--- src/rtl/spi_arbiter.sv ---
// rtl/spi_arbiter.sv - two-requester round-robin SPI bus arbiter feeding a byte shift engine.
// Optional watchdog on stalled bursts is enabled by defining SPI_ARB_TIMEOUT_EN.
module spi_arbiter (
   input  logic       clk,
   input  logic       reset,
   input  logic       req0,
   input  logic       req1,
   input  logic       wr_valid0,
   input  logic       wr_valid1,
   input  logic [7:0] wr_data0,
   input  logic [7:0] wr_data1,
   input  logic       wr_last0,
   input  logic       wr_last1,
   output logic       gnt0,
   output logic       gnt1,
   output logic       wr_ready,
   output logic       rd_valid,
   output logic [7:0] rd_data,
   output logic       eng_start,
   output logic [7:0] eng_tx,
   input  logic       eng_done,
   input  logic [7:0] eng_rx,
   output logic       chip_select,
   output logic       timeout
);

   typedef enum logic [2:0] {IDLE, SETUP, WAIT_BYTE, XFER, HOLD} state_t;

   state_t state;
   logic   owner;    // 1 when requester 1 holds the bus
   logic   prio1;    // 1 when requester 1 wins a tie
   logic   last_q;
   logic   drop_q;   // granted req fell during XFER; finish the byte, then release

`ifdef SPI_ARB_TIMEOUT_EN
   logic [7:0] wd;
`endif

   logic       g_req;
   logic       g_valid;
   logic [7:0] g_data;
   logic       g_last;
   logic       pick1;

   assign g_req   = owner ? req1      : req0;
   assign g_valid = owner ? wr_valid1 : wr_valid0;
   assign g_data  = owner ? wr_data1  : wr_data0;
   assign g_last  = owner ? wr_last1  : wr_last0;
   assign pick1   = req1 & (~req0 | prio1);

   always_ff @(posedge clk) begin
      if (reset) begin
         state       <= IDLE;
         owner       <= 1'b0;
         prio1       <= 1'b0;
         last_q      <= 1'b0;
         drop_q      <= 1'b0;
         gnt0        <= 1'b0;
         gnt1        <= 1'b0;
         wr_ready    <= 1'b0;
         rd_valid    <= 1'b0;
         rd_data     <= 8'h00;
         eng_start   <= 1'b0;
         eng_tx      <= 8'h00;
         chip_select <= 1'b1;
         timeout     <= 1'b0;
`ifdef SPI_ARB_TIMEOUT_EN
         wd          <= 8'd0;
`endif
      end else begin
         eng_start <= 1'b0;
         rd_valid  <= 1'b0;
         timeout   <= 1'b0;
         case (state)
            IDLE: begin
               if (req0 | req1) begin
                  owner       <= pick1;
                  prio1       <= ~pick1;
                  gnt0        <= ~pick1;
                  gnt1        <= pick1;
                  chip_select <= 1'b0;
                  state       <= SETUP;
               end
            end
            SETUP: begin
               wr_ready <= 1'b1;
               state    <= WAIT_BYTE;
`ifdef SPI_ARB_TIMEOUT_EN
               wd       <= 8'd0;
`endif
            end
            WAIT_BYTE: begin
               if (!g_req) begin
                  gnt0        <= 1'b0;
                  gnt1        <= 1'b0;
                  chip_select <= 1'b1;
                  wr_ready    <= 1'b0;
                  state       <= HOLD;
               end else if (g_valid) begin
                  eng_start <= 1'b1;
                  eng_tx    <= g_data;
                  last_q    <= g_last;
                  drop_q    <= 1'b0;
                  wr_ready  <= 1'b0;
                  state     <= XFER;
`ifdef SPI_ARB_TIMEOUT_EN
               end else if (wd == 8'd254) begin
                  wd          <= 8'd255;
                  timeout     <= 1'b1;
                  gnt0        <= 1'b0;
                  gnt1        <= 1'b0;
                  chip_select <= 1'b1;
                  wr_ready    <= 1'b0;
                  state       <= HOLD;
               end else begin
                  wd <= wd + 8'd1;
`endif
               end
            end
            XFER: begin
               if (!g_req)
                  drop_q <= 1'b1;
               if (eng_done) begin
                  rd_data  <= eng_rx;
                  rd_valid <= 1'b1;
                  if (last_q | drop_q | ~g_req) begin
                     gnt0        <= 1'b0;
                     gnt1        <= 1'b0;
                     chip_select <= 1'b1;
                     state       <= HOLD;
                  end else begin
                     wr_ready <= 1'b1;
                     state    <= WAIT_BYTE;
`ifdef SPI_ARB_TIMEOUT_EN
                     wd       <= 8'd0;
`endif
                  end
               end
            end
            HOLD: state <= IDLE;
            default: state <= IDLE;
         endcase
      end
   end

endmodule
--- config.mk ---
export PLATFORM = sky130hd
export DESIGN_NAME = spi_arbiter
export DESIGN_NICKNAME = d
export VERILOG_FILES = /design/src/rtl/spi_arbiter.sv
export SDC_FILE = /design/constraint.sdc
export NUM_CORES = 1
export LEC_CHECK = 0
export ABC_AREA = 0
export BUFFER_PORTS_ARGS = -buffer_cell sky130_fd_sc_hd__buf_2
export CORE_MARGIN = 2
export CORE_UTILIZATION = 40
export CTS_CLUSTER_SIZE = 25
export DETAILED_ROUTE_END_ITERATION = 16
export PLACE_DENSITY = 0.72
export SYNTH_ARGS = -nofsm -noshare
export SYNTH_HDL_FRONTEND = slang
export SYNTH_SLANG_ARGS = --single-unit
--- constraint.sdc ---
create_clock -name clk -period 1.4 [get_ports clk]
set_input_delay 0.21 -clock clk [delete_from_list [all_inputs] [get_ports clk]]
set_output_delay 0.21 -clock clk [all_outputs]
set_load 0.05 [all_outputs]
* Word level (Yosys, flattened, before mapping)
Cells that the tools add are included.
** Word-level totals
- Flip-flop bits (word level) :: 29
- Latch bits :: 0
- Bits in writable memories :: 0
- Bits in read-only memories :: 0
- Input bits :: 33
- Output and inout bits :: 23
- Word-level logic and storage cells :: 79
- Memories kept :: 0
** Operators by class
- $add $sub $neg :: 0
- Multipliers :: 0
- Divide/modulo/power cells :: 0
- Magnitude comparators :: 0
- Eq/ne operators :: 12
- Shifts and indexed selects :: 0
- Mux-type cells :: 31
- Bitwise logic cells :: 10
- Reduce and logical (&&, ||, !) cells :: 13
** Operator list (number)
- 1-bit two-way mux :: 19
- 2-bit inequality test, second input constant :: 8
- 3-bit two-way mux :: 5
- 1-bit case mux with 3 select lines :: 4
- 3-bit case mux with 4 select lines :: 1
- 8-bit two-way mux :: 1
- 4-bit AND reduction :: 2
- 3-bit by 2-bit equality test with 1-bit output, second input constant :: 2
- 3-bit AND reduction :: 2
- 3-bit nonzero test :: 2
- 1-bit NOT :: 5
- 5-bit AND reduction :: 1
- 1-bit bitwise OR :: 4
- 2-bit AND reduction :: 2
- 3-bit by 1-bit equality test with 1-bit output, second input constant :: 1
- 3-bit logical NOT :: 1
- 3-bit inequality test, second input constant :: 1
- 3-bit OR reduction :: 1
- 1-bit case mux with 2 select lines :: 1
- 2-bit nonzero test :: 1
- 2-bit OR reduction :: 1
- 1-bit AND :: 1

* Logic depth before layout (Yosys ltp)
Gate-level depths: netlist of the first run.
- Depth after elaboration :: 6
- Depth in mapped cells :: 6
- Depth with buffers taken out :: 4

* Worst setup path after synthesis of the first run
OpenSTA, ideal clock, no wires.
- Path type :: register to register
- Start point :: reg owner
- End point :: reg chip_select
- Arrival :: 1.350 ns
- Data required time :: 1.278 ns
- Slack :: -0.072 ns
- Stages on the path, launching flop included :: 6
- Period minus slack after synthesis :: 1.472 ns
- Cells stage by stage :: dfxtp_1 -> buf_4 -> mux2_2 -> nand3_1 -> o311ai_2 -> a221o_1
** On the way
- Longest elaborated chain between the ends :: 5
- Elaborated cells on any way between the ends :: 6
- Classes of those cells :: eq/ne: 2; mux: 1; bitwise: 2; reduce/logical: 1
** RTL lines
- start, declared :: line 30 : logic owner;
- start signal, assigned :: line 77 : owner <= pick1;
- 1-bit two-way mux (*) :: line 45 : assign g_req = owner ? req1 : req0;
- 1-bit NOT (no line)
- 1-bit bitwise OR :: line 126 : if (last_q | drop_q | ~g_req) begin
- 2-bit inequality test (no line)
- 5-bit AND reduction (no line) (*)
- end signal, assigned :: line 81 : chip_select <= 1'b0;
- end signal, assigned :: line 96 : chip_select <= 1'b1;
- end signal, assigned :: line 129 : chip_select <= 1'b1;
- end, declared :: line 23 : output logic chip_select,
Mark *: on every way between the ends. The rest lies on a longest branch, timed or not.
A chain may end at the register's enable or synchronous reset.

* Worst setup path after layout of the first run
Same ends and word-level chain as after synthesis.

==> results.json, run 1 <==
{
  "vias": 1266,
  "dr.first_iter.drc_count": 38,
  "slew_viol_final": 0,
  "cts_setup_buffers": 0,
  "switching_share_pct": 31.1,
  "yosys-top-cells-count": "dfxtp_1 (29), nand2_1 (20), a21oi_1 (16)",
  "critPathSlowestCell": "dfxtp_4",
  "synth_edf_count": 0,
  "syn-cell-area_um2": 1280,
  "die-area_um2": 3670,
  "wl_um": 3030,
  "grt_antenna_before_repair": 0,
  "fmax_mhz": 716,
  "synth_seq_cells": 29,
  "dr.pass1.iters": 4,
  "min_period_over_period_pct": 99.8,
  "fin_tns_setup_ns": 0,
  "groute.usage.overall_pct": 17.0,
  "syn_inst": 145,
  "num_rows": 20,
  "synth_top_area_cell": "dfxtp_1",
  "fin_crit_ns": 1.40,
  "reg2reg_from": "owner$_SDFFE_PP0P_",
  "grt_pass1_wl_um": 4640,
  "io-pin-count": 56,
  "die_h_um": 60.6,
  "yosysUniqueCellTypes": 31,
  "ant_nets": 0,
  "min-delay-start": "eng_rx[2]",
  "p_seq_share_pct": 47.3,
  "gp_congestion": 0.852,
  "fillCellCount": 304,
  "clk_pin_slew_ns": 0.09,
  "clockBufferDepth": 2,
  "path_max_fanout": 4,
  "intPower_mw": 1.32,
  "crit_path_max_incr_delay_ns": 0.39,
  "clkPwrFrac_pct": 26.0,
  "reg_top3": "eng_tx: 8 flops, rd_data: 8 flops, state: 3 flops",
  "rsz0062_at_grt": "yes",
  "fp.dieW_um": 60.6,
  "yosys.cell_count.top_type": "dfxtp_1",
  "drive_gt1_share_pct": 41.4,
  "insertedDiodeCount": 0,
  "via_per_inst": 4.98,
  "hold_buffers": 0,
  "fin_skew_ns": 0.00813,
  "start_util_pct": 41.9,
  "place_area_um2": 1690,
  "cp-startpoint": "owner$_SDFFE_PP0P_",
  "ys_warn_count": 0,
  "hold_viol_final": 0,
  "start_kind": "flop",
  "crit_arrival_ns": 1.60,
  "dpl.hpwl_um": 2290,
  "final-setup-viol-count": 0,
  "seq_area_frac_synth_pct": 45.4,
  "root_buffer": "clkbuf_4",
  "switchingPower_uw": 598,
  "synth_top_flop_cell": "dfxtp_1",
  "status": "completed",
  "nets": 243,
  "cts_tree": "built",
  "maxCapViolCount": 0,
  "p_comb_share_pct": 26.7,
  "syn-num-nets": 178,
  "powerDensity_nw_per_um2": 1090,
  "p_total_mw": 1.92,
  "h-tree-depth": 2,
  "clk-insertion-delay-late_ns": 0.32,
  "async_flop_share_pct": 0,
  "crit_required_ns": 1.61,
  "path_cells": "mux2_2, nand3_2, o311ai_4, a221o_1",
  "vdd_ir_drop_max_mv": 0.546,
  "synth_top_area_share_pct": 45.4,
  "drcViolationCount": 0,
  "grt_pass1_vias": 1093,
  "grt_max_degree": 20,
  "numCtsBuffers": 5,
  "cts_sinks": 29,
  "routedWlPerCell_um": 11.9,
  "fp.coreArea_um2": 3050,
  "final_cell_area_um2": 1760,
  "portBuffers": 54,
  "avgSynthCellArea_um2": 8.83,
  "hold_path.class": "input pin to flop",
  "p_leak_nw": 0.753,
  "syn2layout_area_growth_pct": 37.3,
  "critPathKind": "flop to flop",
  "grt.overflow.total": 0,
  "cp-end-kind": "flop",
  "yosys-top-cells-area": "dfxtp_1 (45%), mux2i_1 (8.6%), a21oi_1 (6.3%)"
}
cell type report:
cell class	instances	area, um^2	share of cell area (%)
multi-input combinational	103	663	37.7
timing repair buffer	68	388	22.1
tap	44	55.1	3.13
inverter	3	11.3	0.641
clock buffer	7	55.1	3.13
sequential	29	586	33.3
worst paths after layout:
check | end | slack (ns) | depth (start not counted)
hold / removal | rd_data[2]$_SDFFE_PP0P_ | 0.12 | 3
hold reg to reg | rd_data[2]$_SDFFE_PP0P_ | 0.46 | 2
setup reg to reg | chip_select$_SDFFE_PP1P_ | 0.003 | 4
setup / recovery | chip_select$_SDFFE_PP1P_ | 0.003 | 4
kinds of logic after synthesis:
family | share of synthesized area, %
multiplexers | 11.4
AND/OR/NAND/NOR | 19.8
buffers and inverters | 5.18
other | 0.293
AO/OA/AOI/OAI | 17.9
flip-flops | 45.4
routing by layer:
metal / vias up / part of all wire [%] / global-route usage, %
met5: - / 0 / 0
met4: 0 / 1.8 / 5.90
met3: 7 / 7.5 / 6.61
met2: 52 / 49 / 30.0
met1: 572 / 42 / 18.5
li1: 635 / - / -
stage by stage:
stage	std cells	worst slack [ns]	utilization, %	hold WS (ns)
4_1_cts	254	0.00293	57.4	0.118
5_1_grt	254	-0.0590	57.6	0.113
2_1_floorplan	145	0.00275	-	0.346
6_report	254	0.00259	57.6	0.122
3_3_place_gp	247	0.00682	55.3	0.438
3_5_place_dp	247	-0.0609	55.3	0.448
worst max-delay path: cells and delay by family (launching register included):
family           cells  cell delay [ns]
flip-flops           1             0.39
AND/OR/NAND/NOR      1             0.10
AO/OA/AOI/OAI        2             0.44
multiplexers         1             0.36
what timing repair did:
action                     CTS  global route
gates resized for setup      4             2
setup endpoints to repair   13            15
pin swaps                    0             0
cloned                       0             0
power by group through the flow:
| stage | Sequential [mW] | Combinational [mW] | Clock, mW |
|---|---|---|---|
| floorplan | 1.02 | 0.243 | 0 |
| global placement | 0.923 | 0.495 | 0 |
| detailed placement | 0.926 | 0.508 | 0 |
| CTS | 0.908 | 0.512 | 0.512 |
| global route | 0.915 | 0.548 | 0.551 |
| finish | 0.909 | 0.513 | 0.500 |
cell usage in the layout, fill, tap and decap left out, types with 2 or more instances in the layout:
cell type | netlist | final
buf_2 | 2 | 54
dfxtp_1 | 29 | 27
nand2_1 | 20 | 20
a21oi_1 | 16 | 16
nor2_1 | 14 | 14
buf_4 | 2 | 13
mux2i_1 | 11 | 10
a211oi_1 | 10 | 9
nor3_1 | 6 | 6
clkbuf_4 | 0 | 5
nor2b_1 | 3 | 3
inv_1 | 3 | 3
mux2i_2 | 1 | 2
mux2_2 | 2 | 2
o21ai_0 | 2 | 2
nand2b_1 | 2 | 2
or3_1 | 2 | 2
No activity file was read; power rests on OpenSTA's default activity.
==> inputs of run 2 (changes only) <==
PLACE_DENSITY = default   (was 0.72)
PLACE_DENSITY_LB_ADDON = 0.25   (was default)
==> results.json, run 2 (synthesis gave the netlist of run 1 again) <==
{
  "status": "completed",
  "crit_required_ns": 1.62,
  "root_buffer": "clkbuf_4",
  "die-area_um2": 3670,
  "cp-end-kind": "flop",
  "final_common_cell": "buf_2",
  "nets": 247,
  "groute.usage.overall_pct": 17.3,
  "reg_top3": "eng_tx: 8 flops, rd_data: 8 flops, state: 3 flops",
  "insertedDiodeCount": 0,
  "clockBufferDepth": 2,
  "final_cell_mix": "buf_2 (54), dfxtp_1 (27), nand2_1 (20), a21oi_1 (16)",
  "grt_pass1_wl_um": 4640,
  "grt-busiest-layer": "met2",
  "final-setup-viol-count": 0,
  "gp_congestion": 0.820,
  "num_rows": 20,
  "crit_arrival_ns": 1.61,
  "syn2layout_area_growth_pct": 46.6,
  "fillCellCount": 276,
  "fmax_mhz": 717,
  "h-tree-depth": 2,
  "grt_antenna_before_repair": 0,
  "dr.first_iter.drc_count": 29,
  "post-place-ws_ns": -0.0484,
  "path_cells": "mux2_2, nand3_2, o311ai_4, a221o_1",
  "ant_nets": 0,
  "fin_crit_ns": 1.40,
  "numCtsBuffers": 5,
  "fin_util_pct": 61.5,
  "fp.coreArea_um2": 3050,
  "crit_path_max_incr_delay_ns": 0.40,
  "dr.pass1.iters": 4,
  "portBuffers": 54,
  "cts_sinks": 29,
  "min_period_over_period_pct": 99.7,
  "die_h_um": 60.6,
  "hold_viol_final": 0,
  "p_leak_nw": 0.801,
  "vias": 1263,
  "grt.overflow.total": 0,
  "clk-insertion-delay-late_ns": 0.32,
  "start_util_pct": 41.9,
  "slew_viol_final": 0,
  "hold_buffers": 0,
  "clk_pin_slew_ns": 0.09,
  "drcViolationCount": 0,
  "critPathSlowestCell": "dfxtp_4",
  "fin_tns_setup_ns": 0,
  "routedWlPerCell_um": 11.9,
  "powerDensity_nw_per_um2": 1080,
  "start_kind": "flop",
  "maxCapViolCount": 0,
  "via_per_inst": 4.88,
  "critPathKind": "flop to flop",
  "setup_slack_ns": 0.00446,
  "path_max_fanout": 4,
  "dpl.hpwl_um": 2210,
  "grt_max_degree": 20,
  "fp.dieW_um": 60.6,
  "vdd_ir_drop_max_mv": 0.477,
  "cts_tree": "built",
  "io-pin-count": 56,
  "wl_um": 3090,
  "met2_usage_pct": 29.2,
  "grt_pass1_vias": 1088,
  "fin_skew_ns": 0.00771,
  "hold_path.class": "input pin to flop",
  "grt_use_met1_pct": 19.7,
  "rsz0062_at_grt": "yes",
  "use_met3_pct": 5.12,
  "drive_gt1_share_pct": 45.1
}
run 2: cell types whose count changed in the layout (fill, tap and decap cells not counted), sizes merged:
cell,previous run,this run
clkbuf,7,8
clkinv,0,1
buf,68,71
run 2: repair_timing:
item	4_1_cts	5_1_grt
pin swaps	0	2
endpoints found under the setup margin	15	21
gates cloned	0	2
resized for setup	3	10
buffers inserted	0	2
run 2: layer usage:
layer / share of wire [%] / wire length, um / vias to the layer above
met2: 48 / 1480 / 45
met3: 6.2 / 192 / 5
li1: - / - / 646
met5: 0 / 0 / -
met1: 44 / 1370 / 567
met4: 1.3 / 41 / 0
run 2: critical path: cells and delay by family (launching register included):
family,cells,cell delay (ns)
flops,1,0.40
compound gates,2,0.44
mux,1,0.36
simple gates,1,0.09
run 2: stage by stage:
step	power, mW	hold WS, ns	instance area [um^2]	std cells
global route	2.14	0.107	1880	259
global placement	1.43	0.438	1700	247
floorplan	1.26	0.346	1300	145
detailed placement	1.44	0.445	1700	247
CTS	2.02	0.103	1780	255
finish	2.03	0.116	1880	259
run 2: area by class of cell:
class / count / area (um^2) / area share (%)
clock buffer: 7 / 65.1 / 3.47
clock inverter: 1 / 5.00 / 0.267
inverter: 3 / 11.3 / 0.600
multi-input combinational: 103 / 701 / 37.3
sequential: 29 / 588 / 31.3
tap: 44 / 55.1 / 2.93
timing repair buffer: 72 / 452 / 24.1
run 2: power by group:
group	total [mW]	switching [mW]	internal (mW)
sequential	0.912	0.0398	0.872
clock	0.575	0.284	0.291
combinational	0.543	0.305	0.239
total	2.03	0.629	1.40
run 2: worst paths after layout:
| path | from | to | slack, ns | cells after the start |
|---|---|---|---|---|
| worst max-delay path | owner$_SDFFE_PP0P_ | chip_select$_SDFFE_PP1P_ | 0.004 | 4 |
| worst min-delay path | eng_rx[4] | rd_data[4]$_SDFFE_PP0P_ | 0.12 | 3 |
| worst max register to register | owner$_SDFFE_PP0P_ | chip_select$_SDFFE_PP1P_ | 0.004 | 4 |
| worst min register to register | rd_data[1]$_SDFFE_PP0P_ | rd_data[1]$_SDFFE_PP0P_ | 0.46 | 2 |
==> inputs of run 3 (changes only) <==
--- a/config.mk
+++ b/config.mk
@@ -12,5 +12,5 @@
 export CTS_CLUSTER_SIZE = 25
 export DETAILED_ROUTE_END_ITERATION = 16
-export PLACE_DENSITY_LB_ADDON = 0.25
+export PLACE_DENSITY = 0.8
 export SYNTH_ARGS = -nofsm -noshare
 export SYNTH_HDL_FRONTEND = slang
==> constraint.sdc (replaced) <==
create_clock -name clk -period 1.4 [get_ports clk]
set_input_delay 0.14 -clock clk [delete_from_list [all_inputs] [get_ports clk]]
set_output_delay 0.14 -clock clk [all_outputs]
set_load 0.05 [all_outputs]
==> results.json, run 3 (synthesis gave the netlist of run 1 again) <==
{
  "status": "completed",
  "final_common_cell": "buf_2",
  "grt_antenna_before_repair": 0,
  "portBuffers": 54,
  "fmax_mhz": 736,
  "start_kind": "flop",
  "crit_path_max_incr_delay_ns": 0.38,
  "ant_nets": 0,
  "critPathSlowestCell": "dfxtp_4",
  "numCtsBuffers": 5,
  "die-area_um2": 3670,
  "gp_congestion": 0.874,
  "crit_arrival_ns": 1.57,
  "critPathKind": "flop to flop",
  "reg_top3": "eng_tx: 8 flops, rd_data: 8 flops, state: 3 flops",
  "die_h_um": 60.6,
  "cp-startpoint": "owner$_SDFFE_PP0P_",
  "path_cells": "mux2_2, nand3_2, o311ai_4, a221o_1",
  "hold_path.class": "input pin to flop",
  "nets": 249,
  "start_util_pct": 41.9,
  "final_cell_mix": "buf_2 (54), dfxtp_1 (27), nand2_1 (20), buf_4 (19), a21oi_1 (16)",
  "root_buffer": "clkbuf_4",
  "regToRegEndpoint": "chip_select$_SDFFE_PP1P_",
  "crit_required_ns": 1.62,
  "min_period_over_period_pct": 97.0,
  "final-setup-viol-count": 0,
  "min_to": "rd_data[3]$_SDFFE_PP0P_",
  "p_total_mw": 1.94,
  "drive_gt1_share_pct": 43.5,
  "fin_crit_ns": 1.36,
  "hold_buffers": 0,
  "grt_max_degree": 20,
  "io-pin-count": 56,
  "min_path_cells": 3,
  "insertedDiodeCount": 0,
  "vias": 1265,
  "grt_pass1_vias": 1123,
  "powerDensity_nw_per_um2": 1070,
  "hold_viol_final": 0,
  "dr.pass1.iters": 4,
  "p_leak_nw": 0.782,
  "num_rows": 20,
  "grt_pass1_wl_um": 4650,
  "fin_skew_ns": 0.00590,
  "wl_um": 3040,
  "cp-end-kind": "flop",
  "dr.first_iter.drc_count": 55,
  "holdWs_ns": 0.0507,
  "groute.usage.overall_pct": 17.5,
  "maxCapViolCount": 0,
  "clk-insertion-delay-late_ns": 0.32,
  "rsz0062_at_grt": "yes",
  "min-delay-start": "eng_rx[3]",
  "routedWlPerCell_um": 11.7,
  "syn2layout_area_growth_pct": 41.3,
  "cts_sinks": 29,
  "grt.overflow.total": 0,
  "slew_viol_final": 0,
  "fp.dieW_um": 60.6,
  "h-tree-depth": 2,
  "fp.coreArea_um2": 3050,
  "cts_tree": "built",
  "clk_pin_slew_ns": 0.08,
  "clockBufferDepth": 2,
  "dpl.hpwl_um": 2320,
  "drcViolationCount": 0,
  "fin_util_pct": 59.2,
  "path_max_fanout": 4,
  "via_per_inst": 4.87,
  "fin_tns_setup_ns": 0,
  "reg2reg_slack_ns": 0.04,
  "reg2reg_from": "owner$_SDFFE_PP0P_",
  "vdd_ir_drop_max_mv": 0.545,
  "r2r_cells": 4
}
-- run 3: how the worst max path moves through the flow --
stage	end	cells past startpoint
detailed placement	chip_select$_SDFFE_PP1P_	4
floorplan	eng_tx[1]$_SDFFE_PP0P_	5
global route	eng_tx[1]$_SDFFE_PP0P_	5
global placement	chip_select$_SDFFE_PP1P_	4
finish	chip_select$_SDFFE_PP1P_	4
CTS	chip_select$_SDFFE_PP1P_	4
-- run 3: layer usage --
layer  vias to the layer above  global-route usage [%]  wire [um]
met2                        53                    30.4       1530
met1                       560                    18.6       1250
li1                        647                       -          -
met3                         5                    4.69        205
met4                         0                    11.2         59
met5                         -                       0          0
-- run 3: layout make-up --
class / instances / area [um^2]
timing repair buffer: 74 / 433
sequential: 29 / 586
fill: 304 / 1240
inverter: 3 / 11.3
tap: 44 / 55.1
multi-input combinational: 103 / 668
clock buffer: 7 / 55.1
-- run 3: per-stage QoR --
stage | std cells | area (um^2) | worst slack [ns]
final | 260 | 1810 | 0.0419
after global routing | 260 | 1810 | -0.0271
after CTS | 259 | 1780 | 0.0113
after detailed placement | 252 | 1730 | -0.0428
after global placement | 252 | 1730 | -0.0198
after floorplan | 145 | 1300 | 0.00275
-- run 3: worst max-delay path, delay by kind of cell (launching register included) --
| kind | cells | cell delay (ns) |
|---|---|---|
| flip-flops | 1 | 0.38 |
| AO/OA/AOI/OAI | 2 | 0.42 |
| multiplexers | 1 | 0.36 |
| AND/OR/NAND/NOR | 1 | 0.09 |
-- run 3: timing repair --
action	in CTS	in global routing
endpoints found under the setup margin	11	15
setup buffers	0	1
resized for setup	2	5
-- run 3: report_power, final --
part / switching, mW / internal, mW
clock network: 0.260 / 0.237
logic: 0.303 / 0.235
registers: 0.0342 / 0.872
total: 0.598 / 1.34
